File: src/rtl/cp0.sv
// CP0 system-control coprocessor: SR, Cause, EPC, PRId plus exception/interrupt request logic.
// Ports: clk/reset; mfc0/mtc0 access (RegAddr, WE, Din, Dout); victim info (VPC, BDIn, ExcCodeIn);
//        HWInt lines; EXLClr from eret; Req (take exception now, combinational); EPCOut (eret target).
module cp0 #(
  parameter logic [31:0] PRID = 32'h0000_7f00
) (
  input  logic        clk,
  input  logic        reset,
  input  logic [4:0]  RegAddr,
  input  logic        WE,
  input  logic [31:0] Din,
  output logic [31:0] Dout,
  input  logic [31:0] VPC,
  input  logic        BDIn,
  input  logic [4:0]  ExcCodeIn,
  input  logic [5:0]  HWInt,
  input  logic        EXLClr,
  output logic        Req,
  output logic [31:0] EPCOut
);

  localparam logic [4:0] IDX_SR    = 5'd12;
  localparam logic [4:0] IDX_CAUSE = 5'd13;
  localparam logic [4:0] IDX_EPC   = 5'd14;
  localparam logic [4:0] IDX_PRID  = 5'd15;

  // SR fields
  logic [5:0]  im;
  logic        exl;
  logic        ie;
  // Cause fields
  logic        bd;
  logic [5:0]  ip;
  logic [4:0]  exc_code;
  // EPC is word aligned, so only the upper 30 bits are stored.
  logic [31:2] epc;

  logic        int_req;
  logic        exc_req;
  logic [31:0] sr_val;
  logic [31:0] cause_val;
  logic [31:0] epc_val;

  assign sr_val    = {16'd0, im, 8'd0, exl, ie};
  assign cause_val = {bd, 15'd0, ip, 3'd0, exc_code, 2'd0};
  assign epc_val   = {epc, 2'b00};

  // EXL blocks both sources, so nothing nests inside a handler.
  assign int_req = ie && !exl && (|(HWInt & im));
  assign exc_req = !exl && (ExcCodeIn != 5'd0);
  assign Req     = int_req || exc_req;
  assign EPCOut  = epc_val;

  always_comb begin
    Dout = 32'd0;
    case (RegAddr)
      IDX_SR:    Dout = sr_val;
      IDX_CAUSE: Dout = cause_val;
      IDX_EPC:   Dout = epc_val;
      IDX_PRID:  Dout = PRID;
      default:   Dout = 32'd0;
    endcase
  end

  always_ff @(posedge clk) begin
    if (reset) begin
      im       <= 6'd0;
      exl      <= 1'b0;
      ie       <= 1'b0;
      bd       <= 1'b0;
      ip       <= 6'd0;
      exc_code <= 5'd0;
      epc      <= 30'd0;
    end else begin
      ip <= HWInt;
      if (Req) begin
        // Taking the exception discards the victim's own mtc0.
        exl      <= 1'b1;
        bd       <= BDIn;
        exc_code <= int_req ? 5'd0 : ExcCodeIn;
        // A delay-slot victim restarts at the branch, one word earlier.
        epc      <= VPC[31:2] - {29'd0, BDIn};
      end else begin
        if (WE && (RegAddr == IDX_SR)) begin
          im  <= Din[15:10];
          ie  <= Din[0];
          exl <= Din[1] & ~EXLClr;
        end else if (EXLClr) begin
          exl <= 1'b0;
        end
        if (WE && (RegAddr == IDX_EPC)) begin
          epc <= Din[31:2];
        end
      end
    end
  end

endmodule

File: config.mk
export PLATFORM = sky130hd
export DESIGN_NAME = cp0
export DESIGN_NICKNAME = d
export VERILOG_FILES = /design/src/rtl/cp0.sv
export SDC_FILE = /design/constraint.sdc
export NUM_CORES = 1
export LEC_CHECK = 0
export BUFFER_PORTS_ARGS = -buffer_cell sky130_fd_sc_hd__buf_2
export CORE_MARGIN = 3
export CORE_UTILIZATION = 50
export CTS_CLUSTER_SIZE = 8
export DETAILED_ROUTE_END_ITERATION = 10
export HOLD_SLACK_MARGIN = 0.12
export PLACE_DENSITY = 0.91
export SLEW_MARGIN = 10
export SYNTH_ARGS = -nofsm -noshare
export SYNTH_HDL_FRONTEND = slang
export SYNTH_SLANG_ARGS = --single-unit
File: constraint.sdc
create_clock -name clk -period 5.74 [get_ports clk]
set_clock_uncertainty 0.2 [all_clocks]
set_input_delay 0.574 -clock clk [delete_from_list [all_inputs] [get_ports clk]]
set_output_delay 0.574 -clock clk [all_outputs]
set_load 0.03 [all_outputs]
== Word level (Yosys, flattened, before mapping) ==
Cells that the tools add are included.

* Logic and storage cells: 35
* Register bits: 50
* Output and inout bits: 65
* Input bits: 85

* Bitwise operators: 4
* Equality and inequality tests: 4
* Mux-type cells: 7
* Reductions and logical operators: 12
* Add/subtract/negate cells: 1

{| class="wikitable"
|+ Operators by type and width
! kind !! number
|-
| $pmux 32 s4 || 1
|-
| $mux 30 || 2
|-
| $sub 30x1->30 || 1
|-
| $eq 5x4->1 const B || 4
|-
| $and 6x6->6 || 1
|-
| $reduce_or 6->1 || 1
|-
| $logic_and 1x1->1 || 5
|-
| $mux 5 || 1
|-
| $reduce_bool 5->1 || 1
|-
| $mux 1 || 3
|-
| $reduce_bool 3->1 || 1
|-
| $not 1->1 || 2
|-
| $reduce_and 2->1 || 1
|-
| $reduce_bool 2->1 || 1
|-
| $and 1x1->1 || 1
|-
| $logic_not 1->1 || 1
|-
| $logic_or 1x1->1 || 1
|}

== Logic depth before layout (Yosys ltp) ==
Gate-level depths: netlist of the first run.

* Depth in word-level cells: 6
* Gate-level depth with buffers: 7
* Depth with buffers taken out: 7

== Worst setup path before layout of the first run ==
OpenSTA, ideal clock, no wires.

* Kind: input to output
* Start: input HWInt[4]
* End: output Req
* Path slack: 2.968 ns
* Path buffers: 2
* Required time: 4.966 ns
* Stages: 6
* Arrival time: 1.998 ns
* Cells stage by stage: a22o_1 > o31ai_1 > a21o_1 > inv_1 > buf_6 > clkbuf_1

* Word-level cells in the longest chain between the ends: 4

{| class="wikitable"
|+ Ends and longest elaborated chain
! item !! RTL line !! source
|-
| start, declared || 16 || <nowiki>input logic [5:0] HWInt,</nowiki>
|-
| $and 6x6->6 || 49 || <nowiki>assign int_req = ie && !exl && (|(HWInt & im));</nowiki>
|-
| $reduce_or 6->1 || 49 ||
|-
| $logic_and 1x1->1 || 49 ||
|-
| $logic_or 1x1->1 || 51 || <nowiki>assign Req = int_req || exc_req;</nowiki>
|-
| end, declared || 18 || <nowiki>output logic Req,</nowiki>
|}

Every way passes these cells.

== Final worst setup path of the first run ==
* Start: input RegAddr[4]
* End: register epc[27] (netlist name)

* Word-level cells in the longest chain between the ends: 3

{| class="wikitable"
|+ Ends and longest elaborated chain
! item !! RTL line !! source
|-
| start, declared || 9 || <nowiki>input logic [4:0] RegAddr,</nowiki>
|-
| $eq 5x4->1 || 91 || <nowiki>if (WE && (RegAddr == IDX_EPC)) begin</nowiki>
|-
| $logic_and 1x1->1 || 91 ||
|-
| $reduce_bool 2->1 (no line) || n/a ||
|-
| end signal, assigned || 82 || <nowiki>epc <= VPC[31:2] - {29'd0, BDIn};</nowiki>
|-
| end signal, assigned || 92 || <nowiki>epc <= Din[31:2];</nowiki>
|-
| end, declared || 36 || <nowiki>logic [31:2] epc;</nowiki>
|}

Every way passes these cells.
A chain may end at the register's enable or synchronous reset.

==> flow_summary.yaml, run 1 <==
cts:
  clkTransAtPathRegs_ps: 90
  clock_latency_ps: 290
  ctsResizeCount: 0
  numCtsBuffers: 5
  post_cts_buffers: 0
  cts-root-buf: "clkbuf_8"
  cts_buffer_depth: 2
  cts_sinks: 50
  hold_buffers: 0
  cts_tree: "built"
  htreeDepth: 2
floorplan:
  core_area_um2: 5960
  die-width_um: 84.7
  chipHeight_um: 84.7
  start_util_pct: 52.0
  fp-row-count: 28
  die_area_um2: 7180
  pin_count: 150
synth:
  synth_area_leaders: "dfxtp_1 (32%), mux2i_1 (8.4%), mux2_2 (6.5%), nor2_1 (5.8%), xnor2_1 (5.4%)"
  synth_flop_cell: "dfxtp_1"
  synth_area_um2: 3100
  synth_top_cell_by_area: "dfxtp_1"
  synth_top_area_share_pct: 32.3
  async_flop_share_pct: 0
  synth_cell_types: 52
  synth_edf_count: 0
  yosysMostFrequentCell: "dfxtp_1"
  ys_ff_latch: 50
  ys_seq_area_share_pct: 32.3
  syn_inst: 359
  avgSynthCellArea_um2: 8.63
  synth.cells.most_frequent: "dfxtp_1 (50), nor2_1 (48), mux2i_1 (26), xnor2_1 (19)"
  yosys_warnings: 0
worst_setup_path:
  critical_path.endpoint_type: "register"
  cp_max_fo: 30
  worst_setup_path_start_kind: "input pin"
  cp_slowest_cell: "nand3_2"
  worstPathCellList: "buf_2 > and3b_1 > nand3_2 > mux2_2 > nor2_1 > a311oi_1"
  critical_path_required_ps: 5670
  worstSetupPathType: "in2reg"
  crit_arrival_ps: 3360
  critPathMaxStageDelay_ps: 1010
placement:
  dp_slack_ps: 2090
  hpwl_mm: 7.12
  gp_congestion: 0.880
  dp_cells: 557
  numPortBuffers: 145
job:
  cap_viol_max_count: 0
timing:
  max_clock_freq_mhz: 292
  hold_viol_final: 0
  period_share_pct: 59.6
  max_slew_margin_pct: 32.6
  period_needed_ps: 3420
  worstMarginPinSlew_ps: 1010
  setup_ws_ps: 2320
  fin_tns_setup_ps: 0
  drv_slew: 0
  grt_setup_unrepaired: "false"
  setup_viol_count_final: 0
detailed_routing:
  wl_mm: 9.51
  ant_nets: 0
  drt_iter0_drc: 177
  num_vias: 3235
  routed_via_density: 5.74
  drt_first_pass_iters: 5
  avgRoutedWirePerCell_um: 16.9
  post-route-drc-count: 0
power_and_ir_drop:
  power_density_nw_per_um2: 220
  power.total_uw: 864
  vdd_ir_drop_max_mv: 0.140
  p_leak_nw: 1.96
layout:
  insertedDiodeCount: 0
  instances_no_fill: 564
  final_util_pct: 65.9
  drive_above_1_share_pct: 38.2
  finalNetCount: 576
  syn_to_final_growth_pct: 26.6
grt:
  grt_overflow: 0
  grt_max_degree: 51
  grt_usage_pct: 25.6
  first_global_vias: 3114
  antenna_found_initial: 0
  grt_pass1_wl_mm: 15.0
run_status:
  status: "finished, final reports clean"
hold_path:
  hold_path.class: "reg2reg"
## path summary, 6_finish.rpt
| kind | startpoint | endpoint | slack (ps) | cells past startpoint |
|---|---|---|---|---|
| max | RegAddr[4] | epc[27] | 2320 | 6 |
| max reg2reg | im[1] | epc[7] | 3280 | 6 |
| min | exc_code[2] | exc_code[2] | 260 | 2 |
| min reg2reg | exc_code[2] | exc_code[2] | 260 | 2 |
## routing by layer
| metal | vias up | part of all wire (%) | track usage [%] |
|---|---|---|---|
| met4 | 0 | 1.8 | 9.50 |
| met1 | 1509 | 43 | 33.0 |
| met2 | 141 | 49 | 43.5 |
| met3 | 19 | 5.9 | 3.34 |
| met5 | - | 0 | 0 |
| li1 | 1566 | - | - |
## final cells by class
| cell class | count | area, um^2 |
|---|---|---|
| fillers | 539 | 2030 |
| clock buffers | 6 | 82.6 |
| multi-input cells | 280 | 1950 |
| repair buffers | 148 | 748 |
| clock inverters | 1 | 30.0 |
| inverters | 4 | 15.0 |
| well taps | 75 | 93.8 |
| flip-flops and latches | 50 | 1000 |
## cell families after synthesis
logic type,Yosys count,synth area share (%)
xor gates and xnor gates,24,6.78
adders and majority gates,2,0.807
and+or+nand+nor,137,23.2
buffers and inverters,30,4.97
DFF,50,32.3
AOI/OAI and AO/OA,71,16.9
other,1,0.121
muxes,44,14.9
## cells in the final DEF, fill, tap and decap left out, types with 2 or more instances in the layout
cell,count
clkbuf_8,6
nand3b_1,2
xor2_1,5
and3_1,18
a21o_1,12
or2_2,2
nand4_1,3
conb_1,2
nor4_1,9
buf_2,145
dfxtp_1,50
nand2_1,14
a22o_1,3
inv_1,4
nor3_1,7
nor2b_1,9
or4_1,5
o221a_2,5
nand3_1,7
a311oi_1,3
or3_1,3
mux2i_1,26
ha_1,2
mux2_2,18
xnor2_1,19
buf_4,3
a21oi_1,18
a22oi_1,6
a211oi_1,15
nor2_1,48
## registers in the layout (all words and copies together) (netlist names)
register	cells
im	6
bd	1
epc	30
exc_code	5
ip	6
exl	1
ie	1
## critical path: cells and delay by family
family                 cells  cell delay, ps
buffers and inverters      1             100
muxes                      1             600
and+or+nand+nor            3            1990
AOI/OAI and AO/OA          1              60
## power by group
group	switching, mW	leakage, nW	internal, mW
registers	0.0183	0.414	0.373
clock network	0.111	0.0573	0.140
logic	0.138	1.49	0.0835
total	0.268	1.96	0.596
## stage by stage
step           hold slack [ps]  area, um^2
6_report                   260        3920
5_1_grt                    285        3920
3_3_place_gp               240        3810
2_1_floorplan              232        3100
3_5_place_dp               251        3810
4_1_cts                    264        3920
Note: power is estimated with default switching activity, not from simulation.
==> run 2: changes to the inputs <==
Settings changed: ABC_AREA set to 1, CORE_UTILIZATION 50 to 44, PLACE_DENSITY 0.91 to 0.83.
Clock period 5.74 ns to 3 ns, I/O delays scaled along.
==> run 2 against run 1 <==
  * Critical path depth increased by 4
  * Combinational power is 110% higher
  * Sequential share of layout area shrank 3.5 points
  * Register-to-register slack worse by 2400 ps
  * Synthesized area is 12% higher
  * Cell count increased by 51%
  * Routed wire length increased by 20%
  * First-iteration DRC count rose by 41%
  * Critical endpoint is now epc[20]
  * Largest cell class unchanged
==> flow_summary.yaml, run 2 <==
timing:
  hold_viol_final: 0
  whs_ps: 139
  max_slew_margin_pct: 57.9
  period_needed_ps: 2490
  grt_setup_unrepaired: "false"
  setup_viol_count_final: 0
  setup_ws_ps: 514
  max_clock_freq_mhz: 402
  drv_slew: 0
  fin_tns_setup_ps: 0
  period_share_pct: 82.9
  worstMarginPinSlew_ps: 629
worst_setup_path:
  cp_max_fo: 31
  worstPathCellList: "dlygate4sd3_1 > buf_2 > nand2_1 > nand3_2 > o21ai_4 > nand2_4 > inv_2 > o21ai_1 > nand2_1 > a21oi_1"
  critPathMaxStageDelay_ps: 540
  cp_slowest_cell: "dlygate4sd3_1"
  worstSetupPathType: "in2reg"
  crit_arrival_ps: 2470
  worst_setup_path_start_kind: "input pin"
  critPathTopFamily: "buffers and inverters"
  path_buf_inv: 3
  critical_path_required_ps: 2980
  r2r_setup_slack_ps: 840
  critical_path.endpoint_type: "register"
  cpMostUsedCell: "nand2_1"
cts:
  cts-root-buf: "clkbuf_8"
  clkTransAtPathRegs_ps: 90
  cts_buffer_depth: 2
  cts_tree: "built"
  clock_latency_ps: 300
  ctsResizeCount: 0
  numCtsBuffers: 5
  htreeDepth: 2
  cts_sinks: 50
floorplan:
  chipHeight_um: 94.9
  fp-row-count: 31
  core_area_um2: 7450
  pin_count: 150
  start_util_pct: 46.7
  die_area_um2: 9010
  die-width_um: 94.9
synth:
  synth_cell_types: 35
  synthXorXnorAreaFrac_pct: 2.27
  synth_area_leaders: "dfxtp_1 (29%), nand2_1 (19%), nor2_1 (12%), inv_1 (8.2%), nand3_1 (4.5%)"
  synth_edf_count: 0
  yosysMostFrequentCell: "nand2_1"
  synth_top_cell_by_area: "dfxtp_1"
  avgSynthCellArea_um2: 5.86
  synthMuxAreaShare_pct: 0
  ys_seq_area_share_pct: 28.8
  synth_top_area_share_pct: 28.8
  synth-simple-area-share_pct: 41.0
  yosys_warnings: 0
  ys_ff_latch: 50
  synth_top_family_by_area: "simple AND/OR/NAND/NOR gates"
  async_flop_share_pct: 0
  synth.cells.most_frequent: "nand2_1 (178), nor2_1 (113), inv_1 (76), dfxtp_1 (50), nand3_1 (31)"
  synthAdderAreaFrac_pct: 0.719
  synth_flop_cell: "dfxtp_1"
  syn_inst: 594
  synth_compound_area_share_pct: 14.0
  synth_area_um2: 3480
layout:
  layout_common_cells: "nand2_1 (178), buf_2 (145), nor2_1 (113)"
  fillers: 741
  finalNetCount: 839
  multi_input_area_um2: 2030
  insertedDiodeCount: 0
  mostFrequentLayoutCell: "nand2_1"
  reg_top3: "epc x30, im x6, ip x6"
  syn_to_final_growth_pct: 30.5
  regArea_um2: 1000
  largest-register: "epc"
  largest_reg_flops: 30
  drive_above_1_share_pct: 22.7
detailed_routing:
  post-route-drc-count: 0
  ant_nets: 0
  wl_mm: 11.4
  drt_first_pass_iters: 5
  avgRoutedWirePerCell_um: 13.4
  num_vias: 4257
  routed_via_density: 5.00
  drt_iter0_drc: 250
grt:
  grt_pass1_wl_mm: 17.8
  grt_usage_pct: 24.9
  grt_max_degree: 40
  antenna_found_initial: 0
  first_global_vias: 3840
  grt_overflow: 0
placement:
  hpwl_mm: 8.97
  gp_congestion: 0.926
  numPortBuffers: 145
  dp_slack_ps: 661
power_and_ir_drop:
  power_density_nw_per_um2: 359
  p_leak_nw: 2.38
  vdd_ir_drop_max_mv: 0.310
job:
  cap_viol_max_count: 0
run_status:
  status: "finished, final reports clean"
hold_path:
  hold_path.class: "in2reg"
==> run 2: what timing repair did <==
item	CTS	global route
hold buffers	25	0
hold endpoints to repair	24	0
setup buffers	0	0
==> run 2: kinds of logic after synthesis <==
group / after synthesis
xor+xnor: 9
flops: 50
fa+ha+maj: 2
compound gates: 85
other cells: 1
simple gates: 345
buf+inv: 102
==> run 2: tightest hold or removal path, delay by kind of cell <==
| family | cells | cell delay (ps) |
|---|---|---|
| AOI/OAI and AO/OA | 1 | 50 |
| buffers and inverters | 1 | 100 |
| and+or+nand+nor | 3 | 160 |
==> run 2: final timing paths <==
path,from,end,cells after the start
worst max-delay path,HWInt[2],epc[20],10
worst min-delay path,Din[28],epc[28],5
worst max register to register,im[4],epc[20],8
worst min register to register,exc_code[0],exc_code[0],2
==> run 2: stage by stage <==
step / instances / cell area, um^2 / util (%) / power [mW]
floorplan: 595 / 3480 / - / 1.04
global placement: 819 / 4190 / 56.3 / 1.19
detailed placement: 819 / 4190 / 56.3 / 1.20
CTS: 852 / 4540 / 60.9 / 1.64
global route: 852 / 4540 / 60.9 / 1.72
finish: 852 / 4540 / 60.9 / 1.63
==> run 2: layout make-up <==
type                            count  area share, %
Clock buffer                        6           1.82
Clock inverter                      2          0.276
Inverter                           80           6.62
Multi-Input combinational cell    443           44.7
Sequential cell                    50           22.1
Tap cell                           99           2.73
Timing Repair Buffer              172           21.8
==> run 2: report_power, final <==
group | internal [mW] | total [mW] | leakage (nW) | switching [mW]
Combinational | 0.163 | 0.466 | 1.92 | 0.303
Clock | 0.186 | 0.420 | 0.0472 | 0.234
Sequential | 0.713 | 0.746 | 0.414 | 0.0325
==> run 2: metal layers <==
metal | track usage (%) | wire [um] | vias to the layer above
met5 | 0 | 0 | -
met4 | 5.41 | 122 | 0
met3 | 3.51 | 794 | 20
met2 | 41.4 | 5400 | 164
met1 | 34.2 | 5120 | 1912
li1 | - | - | 2161
